--- config.mk ---
export PLATFORM = sky130hd
export DESIGN_NAME = demux_memoria_flat
export DESIGN_NICKNAME = d
export VERILOG_FILES = /design/src/rtl/demux_memoria_pkg.sv /design/src/rtl/demux_memoria_if.sv /design/src/rtl/demux_fifo_lane.sv /design/src/rtl/demux_memoria.sv /design/src/flat_wrapper.sv
export SDC_FILE = /design/constraint.sdc
export NUM_CORES = 1
export LEC_CHECK = 0
export BUFFER_PORTS_ARGS = -buffer_cell sky130_fd_sc_hd__buf_2
export CELL_PAD_IN_SITES_DETAIL_PLACEMENT = 0
export CELL_PAD_IN_SITES_GLOBAL_PLACEMENT = 1
export CORE_MARGIN = 3
export CORE_UTILIZATION = 45
export DETAILED_ROUTE_END_ITERATION = 16
export PLACE_DENSITY_LB_ADDON = 0.1
export SLEW_MARGIN = 0
export SYNTH_ARGS = -nofsm -noshare
export SYNTH_HDL_FRONTEND = slang
export SYNTH_SLANG_ARGS = --single-unit
--- constraint.sdc ---
create_clock -name clk -period 2.8 [get_ports clk]
set_clock_uncertainty 0.15 [all_clocks]
set_input_delay 0.14 -clock clk [delete_from_list [all_inputs] [get_ports clk]]
set_output_delay 0.14 -clock clk [all_outputs]
set_load 0.005 [all_outputs]
--- src/rtl/demux_memoria_pkg.sv ---
// Shared constants for the 1:2 demultiplexer with per-lane FWFT FIFOs.
// Widths, depth, derived pointer/occupancy widths and lane indices.
package demux_memoria_pkg;

   localparam int DATA_W = 2;
   localparam int DEPTH  = 4;
   localparam int CNT_W  = 4;

   localparam int PTR_W  = $clog2(DEPTH);
   // One extra bit so a full FIFO (occupancy == DEPTH) is representable.
   localparam int OCC_W  = $clog2(DEPTH) + 1;

   localparam int LANE0  = 0;
   localparam int LANE1  = 1;

endpackage

--- src/rtl/demux_memoria_if.sv ---
// Producer/consumer bundle for demux_memoria: one input stream, two output lanes.
// master drives the stream and pops; slave is the demultiplexer.
interface demux_memoria_if
   import demux_memoria_pkg::*;
();

   logic [DATA_W-1:0] data_in;
   logic              valid_in;
   logic              selector;
   logic              ready_in;

   logic [DATA_W-1:0] data_out0;
   logic              valid_out0;
   logic              pop0;
   logic [DATA_W-1:0] data_out1;
   logic              valid_out1;
   logic              pop1;

   logic [CNT_W-1:0]  count0;
   logic [CNT_W-1:0]  count1;

   modport master (
      output data_in, valid_in, selector, pop0, pop1,
      input  ready_in, data_out0, valid_out0, data_out1, valid_out1, count0, count1
   );

   modport slave (
      input  data_in, valid_in, selector, pop0, pop1,
      output ready_in, data_out0, valid_out0, data_out1, valid_out1, count0, count1
   );

endinterface

--- src/rtl/demux_fifo_lane.sv ---
// Single-lane first-word-fall-through FIFO with a saturating pop counter.
// Head data reads 0 whenever the lane is empty.
module demux_fifo_lane
   import demux_memoria_pkg::*;
(
   input  logic              clk,
   input  logic              reset_L,
   input  logic              push,
   input  logic [DATA_W-1:0] din,
   input  logic              pop,
   output logic              full,
   output logic              valid,
   output logic [DATA_W-1:0] dout,
   output logic [CNT_W-1:0]  count
);

   logic [DATA_W-1:0] mem [DEPTH];
   logic [PTR_W-1:0]  wr_ptr_reg;
   logic [PTR_W-1:0]  rd_ptr_reg;
   logic [OCC_W-1:0]  occ_reg;
   logic [CNT_W-1:0]  cnt_reg;
   logic              do_push;
   logic              do_pop;

   assign full    = (occ_reg == OCC_W'(DEPTH));
   assign valid   = (occ_reg != '0);
   assign do_push = push && !full;
   assign do_pop  = pop && valid;
   assign dout    = valid ? mem[rd_ptr_reg] : '0;
   assign count   = cnt_reg;

   // Storage is left out of reset; occupancy alone decides what is visible.
   always_ff @(posedge clk) begin
      if (do_push) begin
         mem[wr_ptr_reg] <= din;
      end
   end

   always_ff @(posedge clk or negedge reset_L) begin
      if (!reset_L) begin
         wr_ptr_reg <= '0;
         rd_ptr_reg <= '0;
         occ_reg    <= '0;
         cnt_reg    <= '0;
      end else begin
         if (do_push) begin
            wr_ptr_reg <= wr_ptr_reg + PTR_W'(1);
         end
         if (do_pop) begin
            rd_ptr_reg <= rd_ptr_reg + PTR_W'(1);
            if (cnt_reg != {CNT_W{1'b1}}) begin
               cnt_reg <= cnt_reg + CNT_W'(1);
            end
         end
         occ_reg <= occ_reg + OCC_W'(do_push) - OCC_W'(do_pop);
      end
   end

endmodule

--- src/rtl/demux_memoria.sv ---
// 1:2 demultiplexer with memory: each accepted word is steered by selector into
// one of two FWFT lane FIFOs; readiness depends only on the selected lane.
module demux_memoria
   import demux_memoria_pkg::*;
(
   input  logic           clk,
   input  logic           reset_L,
   demux_memoria_if.slave bus
);

   logic [1:0]        push_w;
   logic [1:0]        pop_w;
   logic [1:0]        full_w;
   logic [1:0]        valid_w;
   logic [DATA_W-1:0] dout_w [2];
   logic [CNT_W-1:0]  cnt_w  [2];

   assign pop_w       = {bus.pop1, bus.pop0};
   assign bus.ready_in = reset_L && !full_w[bus.selector];

   generate
      for (genvar gi = 0; gi < 2; gi++) begin : g_lane
         assign push_w[gi] = bus.valid_in && bus.ready_in && (bus.selector == 1'(gi));

         demux_fifo_lane u_lane (
            .clk     (clk),
            .reset_L (reset_L),
            .push    (push_w[gi]),
            .din     (bus.data_in),
            .pop     (pop_w[gi]),
            .full    (full_w[gi]),
            .valid   (valid_w[gi]),
            .dout    (dout_w[gi]),
            .count   (cnt_w[gi])
         );
      end
   endgenerate

   assign bus.data_out0  = dout_w[LANE0];
   assign bus.valid_out0 = valid_w[LANE0];
   assign bus.count0     = cnt_w[LANE0];
   assign bus.data_out1  = dout_w[LANE1];
   assign bus.valid_out1 = valid_w[LANE1];
   assign bus.count1     = cnt_w[LANE1];

endmodule

--- src/flat_wrapper.sv ---
// flat-port wrapper written by rule: the top's interface ports become plain ports
module demux_memoria_flat import demux_memoria_pkg::*;
  (clk, reset_L, bus_data_in, bus_valid_in, bus_selector, bus_pop0, bus_pop1, bus_ready_in, bus_data_out0, bus_valid_out0, bus_data_out1, bus_valid_out1, bus_count0, bus_count1);
  demux_memoria_if bus_i ();
  input  logic clk;
  input  logic reset_L;
  input wire logic [$bits(bus_i.data_in)-1:0] bus_data_in;
  input wire logic [$bits(bus_i.valid_in)-1:0] bus_valid_in;
  input wire logic [$bits(bus_i.selector)-1:0] bus_selector;
  input wire logic [$bits(bus_i.pop0)-1:0] bus_pop0;
  input wire logic [$bits(bus_i.pop1)-1:0] bus_pop1;
  output wire logic [$bits(bus_i.ready_in)-1:0] bus_ready_in;
  output wire logic [$bits(bus_i.data_out0)-1:0] bus_data_out0;
  output wire logic [$bits(bus_i.valid_out0)-1:0] bus_valid_out0;
  output wire logic [$bits(bus_i.data_out1)-1:0] bus_data_out1;
  output wire logic [$bits(bus_i.valid_out1)-1:0] bus_valid_out1;
  output wire logic [$bits(bus_i.count0)-1:0] bus_count0;
  output wire logic [$bits(bus_i.count1)-1:0] bus_count1;
  assign bus_i.data_in = bus_data_in;
  assign bus_i.valid_in = bus_valid_in;
  assign bus_i.selector = bus_selector;
  assign bus_i.pop0 = bus_pop0;
  assign bus_i.pop1 = bus_pop1;
  assign bus_ready_in = bus_i.ready_in;
  assign bus_data_out0 = bus_i.data_out0;
  assign bus_valid_out0 = bus_i.valid_out0;
  assign bus_data_out1 = bus_i.data_out1;
  assign bus_valid_out1 = bus_i.valid_out1;
  assign bus_count0 = bus_i.count0;
  assign bus_count1 = bus_i.count1;
  demux_memoria u_core (.clk(clk), .reset_L(reset_L), .bus(bus_i));
endmodule
# Yosys cells after proc, flatten, opt, wreduce, memory -nomap -nowiden
# Memories as Yosys holds them, arrays and structs flattened.
# Cells that the tools add are included.
dict set report op_classes {
  mux 8
  magnitude_cmp 1
  bitwise_logic 1
  eq_ne 4
  n_reduce_logical 15
  addsub 10
}
# operator count
set ops {}
lappend ops {{2-bit by 1-bit adder with 2-bit output, second input constant} 4}
lappend ops {{4-bit by 1-bit adder with 4-bit output, second input constant} 2}
lappend ops {{1-bit logical AND} 8}
lappend ops {{4-bit inequality test, second input constant} 2}
lappend ops {{3-bit by 1-bit adder with 3-bit output} 2}
lappend ops {{3-bit == test, second input constant} 2}
lappend ops {{1-bit 2-to-1 mux} 6}
lappend ops {{3-bit nonzero test} 2}
lappend ops {{3-bit by 1-bit subtractor with 3-bit output} 2}
lappend ops {{2-bit 2-to-1 mux} 2}
lappend ops {{2-bit AND reduction} 2}
lappend ops {{1-bit logical NOT} 3}
lappend ops {{1-bit by 2-bit less-than comparator with 1-bit output, second input constant} 1}
lappend ops {{1-bit NOT} 1}
dict set report word_totals {
  output_inout_bits 15
  ff_bits 22
  ramBits 16
  wordCells 49
  in_bits 8
  n_memories 2
}
# name words word_bits rd rd_clocked_by_memory_dff wr line
set memory_table {}
lappend memory_table {{u_core.g_lane[0].u_lane.mem} 4 2 1 0 1 demux_fifo_lane.sv:17} ;# logic [DATA_W-1:0] mem [DEPTH];
lappend memory_table {{u_core.g_lane[1].u_lane.mem} 4 2 1 0 1 demux_fifo_lane.sv:17}

# Depth between registers and ports, before layout
dict set report depth {
  depth_word 10
  ltp_mapped 10
  mapped_depth_nobuf 10
}

# Hierarchy
# Synthesis repeated with hierarchy kept, for this count alone.
dict set report hier_totals {
  cells_unflattened 131
  area_unflattened_um2 1884.3
}
# mod seq_area_each_um2 cells_per_inst n_inst area_each_um2
set by_module_without_submodules {}
lappend by_module_without_submodules {demux_fifo_lane 515.5 63 2 925.9}
lappend by_module_without_submodules {demux_memoria 0.0 5 1 32.5}

# Least setup slack after synthesis
# Ideal clock, no wire load.
dict set report synth_path {
  path_type {register -> register}
  from {register u_core.g_lane[1].u_lane.occ_reg[2]}
  to {register u_core.g_lane[1].u_lane.occ_reg[2]}
  stages_incl_launch_ff 11
  path_buffers 0
  t_arrival_ns 2.024
  path_slack_ns 0.503
  setup_ns 0.123
  required_ns 2.527
  period_less_slack_ns 2.297
  cell_sequence {dfrtp_1 > nor3b_2 > nor3b_4 > inv_1 > ha_1 > inv_1 > ha_1 > inv_1 > fa_1 > xnor2_1 > xnor2_1}
}
dict set report synth_between {
  elab_chain_len 10
  word_cells_on_any_way 13
  cone_classes {add/sub (2); eq/ne (1); mux (2); reduce/logical (8)}
}
# element line
set synth_rtl {}
lappend synth_rtl {{start: declaration} demux_fifo_lane.sv:20} ;# logic [OCC_W-1:0] occ_reg;
lappend synth_rtl {{start signal: assignment} demux_fifo_lane.sv:55} ;# occ_reg <= occ_reg + OCC_W'(do_push) - OCC_W'(do_pop);
lappend synth_rtl {{3-bit == test} demux_fifo_lane.sv:25} ;# assign full = (occ_reg == OCC_W'(DEPTH));
lappend synth_rtl {{1-bit 2-to-1 mux (implied by the code) (2 in series)} demux_memoria.sv:19} ;# assign bus.ready_in = reset_L && !full_w[bus.selector];
lappend synth_rtl {{1-bit logical NOT} demux_memoria.sv:19}
lappend synth_rtl {{1-bit logical AND} demux_memoria.sv:19}
lappend synth_rtl {{1-bit logical AND (2 in series)} demux_memoria.sv:23} ;# assign push_w[gi] = bus.valid_in && bus.ready_in && (bus.selector == 1'(gi));
lappend synth_rtl {{1-bit logical AND} demux_fifo_lane.sv:27} ;# assign do_push = push && !full;
lappend synth_rtl {{3-bit by 1-bit adder with 3-bit output} demux_fifo_lane.sv:55}
lappend synth_rtl {{3-bit by 1-bit subtractor with 3-bit output (*)} demux_fifo_lane.sv:55}
# Mark *: on every way between the ends. The rest lies on a longest branch, timed or not. The select of a mux whose other input is x is not followed.
# A chain may end at the register's enable or synchronous reset.

# Worst setup path after layout
dict set report layout_path {
  from {input reset_L}
  to {register u_core.g_lane[1].u_lane.occ_reg[2]}
}
dict set report layout_between {
  elab_chain_len 6
}
# element line
set layout_rtl {}
lappend layout_rtl {{start: declaration} flat_wrapper.sv:6} ;# input logic reset_L;
lappend layout_rtl {{1-bit logical AND} demux_memoria.sv:19}
lappend layout_rtl {{1-bit logical AND (2 in series)} demux_memoria.sv:23}
lappend layout_rtl {{1-bit logical AND} demux_fifo_lane.sv:27}
lappend layout_rtl {{3-bit by 1-bit adder with 3-bit output} demux_fifo_lane.sv:55}
lappend layout_rtl {{3-bit by 1-bit subtractor with 3-bit output} demux_fifo_lane.sv:55}
# No other way between the ends.

==> impl_metrics.yaml <==
status:
  status: "finished, final reports clean"
place:
  io_buffers: 22
  place_congestion: 0.763
  hpwl_mm: 2.22
  dpl_worst_slack_ps: 266
synth:
  async_reset_ff_share_pct: 57.9
  synth-edff-count: 16
  syn_area_per_cell_um2: 14.7
  syn-num-nets: 152
  synth_area_leaders: "dfrtp_1, edfxtp_1, ha_1"
  yosysWarningCount: 0
  synth_cell_types: 31
  ys.flop_type: "dfrtp_1"
  ys_ff_latch: 38
  ys_seq_area_share_pct: 54.8
  netlist_area_mm2: 0.00188
  synth_top_cell_area_share_pct: 29.3
  synth_cells: 128
  yosysTopAreaCell: "dfrtp_1"
routing:
  drtPass1Iterations: 4
  drt_iter0_drc: 33
  drc_errors: 0
  vias_per_cell: 4.92
  dr_total_vias: 1039
  routedWlPerCell_um: 14.1
  ant_nets: 0
  wirelength_mm: 2.97
sta:
  max_freq_mhz: 393
  hold_viol: 0
  fin_ws_ps: 254
  rsz0062_at_grt: "no"
  tightest_slew_ps: 352
  slew_viol_final: 0
  slew_headroom_pct: 76.6
  final.period_utilization_pct: 90.9
  setup_viol: 0
  finalSetupTns_ps: 0
  post-route-min-period_ps: 2550
min_path:
  hold_start: "bus_selector"
  hold_path.class: "in2reg"
  hold_end: "u_core.g_lane[1].u_lane.wr_ptr_reg[0]"
  worstHoldPathCells: 3
floorplan:
  coreArea_mm2: 0.00385
  rows: 22
  initial_core_util_pct: 48.8
  io_pins: 23
  die_h_um: 70.6
  dieArea_mm2: 0.00499
  die_w_um: 70.6
grt:
  antenna_found_initial: 0
  grt_max_degree: 24
  grt.total_usage_pct: 13.4
  grt_pass1_vias: 1096
  grt_pass1_wl_mm: 5.14
  grt_remaining_overflow: 0
layout:
  insertedDiodeCount: 0
  drive_above_1_share_pct: 30.1
  fin_util_pct: 57.2
  area_growth_pct: 17.2
  largest_register_ffs: 16
  layout.nets: 186
setup_path:
  r2r_slack_ps: 280
  end_kind: "register"
  path_class: "in2reg"
  worstSetupStartpointType: "input pin"
  slowest_delay_ps: 530
  cp_slowest_cell: "dlygate4sd3_1"
  rr_worst_depth: 10
  rr_endpoint: "u_core.g_lane[1].u_lane.occ_reg[2]"
  cp_max_fo: 7
  cpMostUsedCell: "inv_1"
  crit_chain: "dlygate4sd3_1 > buf_2 > nand2_1 > nor3b_4 > inv_1 > ha_1 > inv_1 > ha_1 > inv_1 > fa_1 > xnor2_1 > xnor2_1"
  worstPathRequired_ps: 2850
  startpoint: "reset_L"
  cp_data_arrival_time_ps: 2600
  r2r_start: "u_core.g_lane[1].u_lane.occ_reg[2]"
power_and_ir_drop:
  leakage_nw: 0.938
  vdd_drop_max_mv: 0.511
  total_power_mw: 2.24
  power-per-cell-area_mw_per_mm2: 1020
cts:
  cts.reportedPaths.clkPinSlew_ps: 70
  cts_tree: "built"
  clock_sinks: 38
  root_buffer: "clkbuf_8"
  cts_buffer_depth: 2
  cts_setup_buffers: 0
  clk_latency_ps: 280
  cts-htree-levels: 2
  cts_buffers: 5
flow_run:
  cap_violations: 0
-- power by group --
part	internal [mW]	switching (mW)	total, mW	leakage, nW
Sequential	0.768	0.219	0.987	0.398
Clock	0.262	0.183	0.444	0.0579
Combinational	0.463	0.347	0.809	0.482
Total	1.49	0.748	2.24	0.938
-- cell usage in the layout, fill, tap and decap left out, drive strengths merged, types with 3 or more instances in the layout --
cell,synthesis,routed
and2,13,13
buf,1,24
clkbuf,0,5
dfrtp,22,22
dlygate4sd3,0,4
edfxtp,16,16
ha,14,14
inv,12,12
mux2,6,6
mux4,4,4
nand2,4,4
nand3,3,3
nor3b,3,3
xnor2,9,9
xor2,3,3
-- cell families (layout without fill, tap and decap cells) --
kind of cell	after synthesis	count (layout)	share of synthesized area [%]
buffers and inverters	13	48	2.99
AO/OA/AOI/OAI	6	6	2.59
adder cells (fa/ha/maj)	16	16	11.4
multiplexers	11	11	9.31
flip-flops	38	38	54.8
AND/OR/NAND/NOR	32	32	13.2
XOR/XNOR	12	12	5.59
-- per-layer routing --
metal  GRT usage (%)  routed length (µm)  share of wire (%)  vias to the layer above
met3            3.98                 130                4.4                        6
met1            17.1                1280                 43                      506
met4            5.01                  45                1.5                        0
met2            21.7                1520                 51                       20
met5               0                   0                  0                        -
li1                -                   -                  -                      507
-- per-stage QoR --
stage               hold slack [ps]  std cells  instance area (µm²)
finish                          202        211                 2200
global placement               9.29        199                 2050
global route                    188        211                 2200
CTS                             200        211                 2200
floorplan                      -306        128                 1880
detailed placement             18.0        199                 2050
-- area by class of cell --
cell class / count / area (µm²)
clock buffer: 5 / 68.8
clock inverter: 3 / 40.0
fill: 332 / 1650
inverter: 12 / 45.0
multi-input combinational: 77 / 793
sequential: 38 / 1030
tap: 48 / 60.1
timing repair buffer: 28 / 165
-- worst max path at each step --
| stage | endpoint | cells after the start | slack (ps) |
|---|---|---|---|
| after floorplan | u_core.g_lane[1].u_lane.occ_reg[2] | 10 | 500 |
| after CTS | u_core.g_lane[1].u_lane.occ_reg[2] | 12 | 240 |
| final | u_core.g_lane[1].u_lane.occ_reg[2] | 12 | 250 |
| after global routing | u_core.g_lane[1].u_lane.occ_reg[2] | 12 | 110 |
| after global placement | u_core.g_lane[1].u_lane.occ_reg[2] | 10 | 420 |
| after detailed placement | u_core.g_lane[1].u_lane.occ_reg[2] | 10 | 270 |
-- worst max-delay path: cells and delay by family --
family | cells | cell delay [ps]
buf+inv | 5 | 840
fa+ha+maj | 3 | 800
simple gates | 2 | 480
xor+xnor | 2 | 330
-- what timing repair did --
item                      in CTS  in global routing
hold buffers                   4                  0
resized for setup              0                  0
hold endpoints to repair      35                  0
-- synth_stat cells (all sizes together), types with 3 or more instances --
library cell and count:
nand3 3, nand2 4, dfrtp 22, mux4 4
and2 13, xor2 3, mux2 6, edfxtp 16
inv 12, nor3b 3, xnor2 9, ha 14
Power figures use the tool's default switching activity.
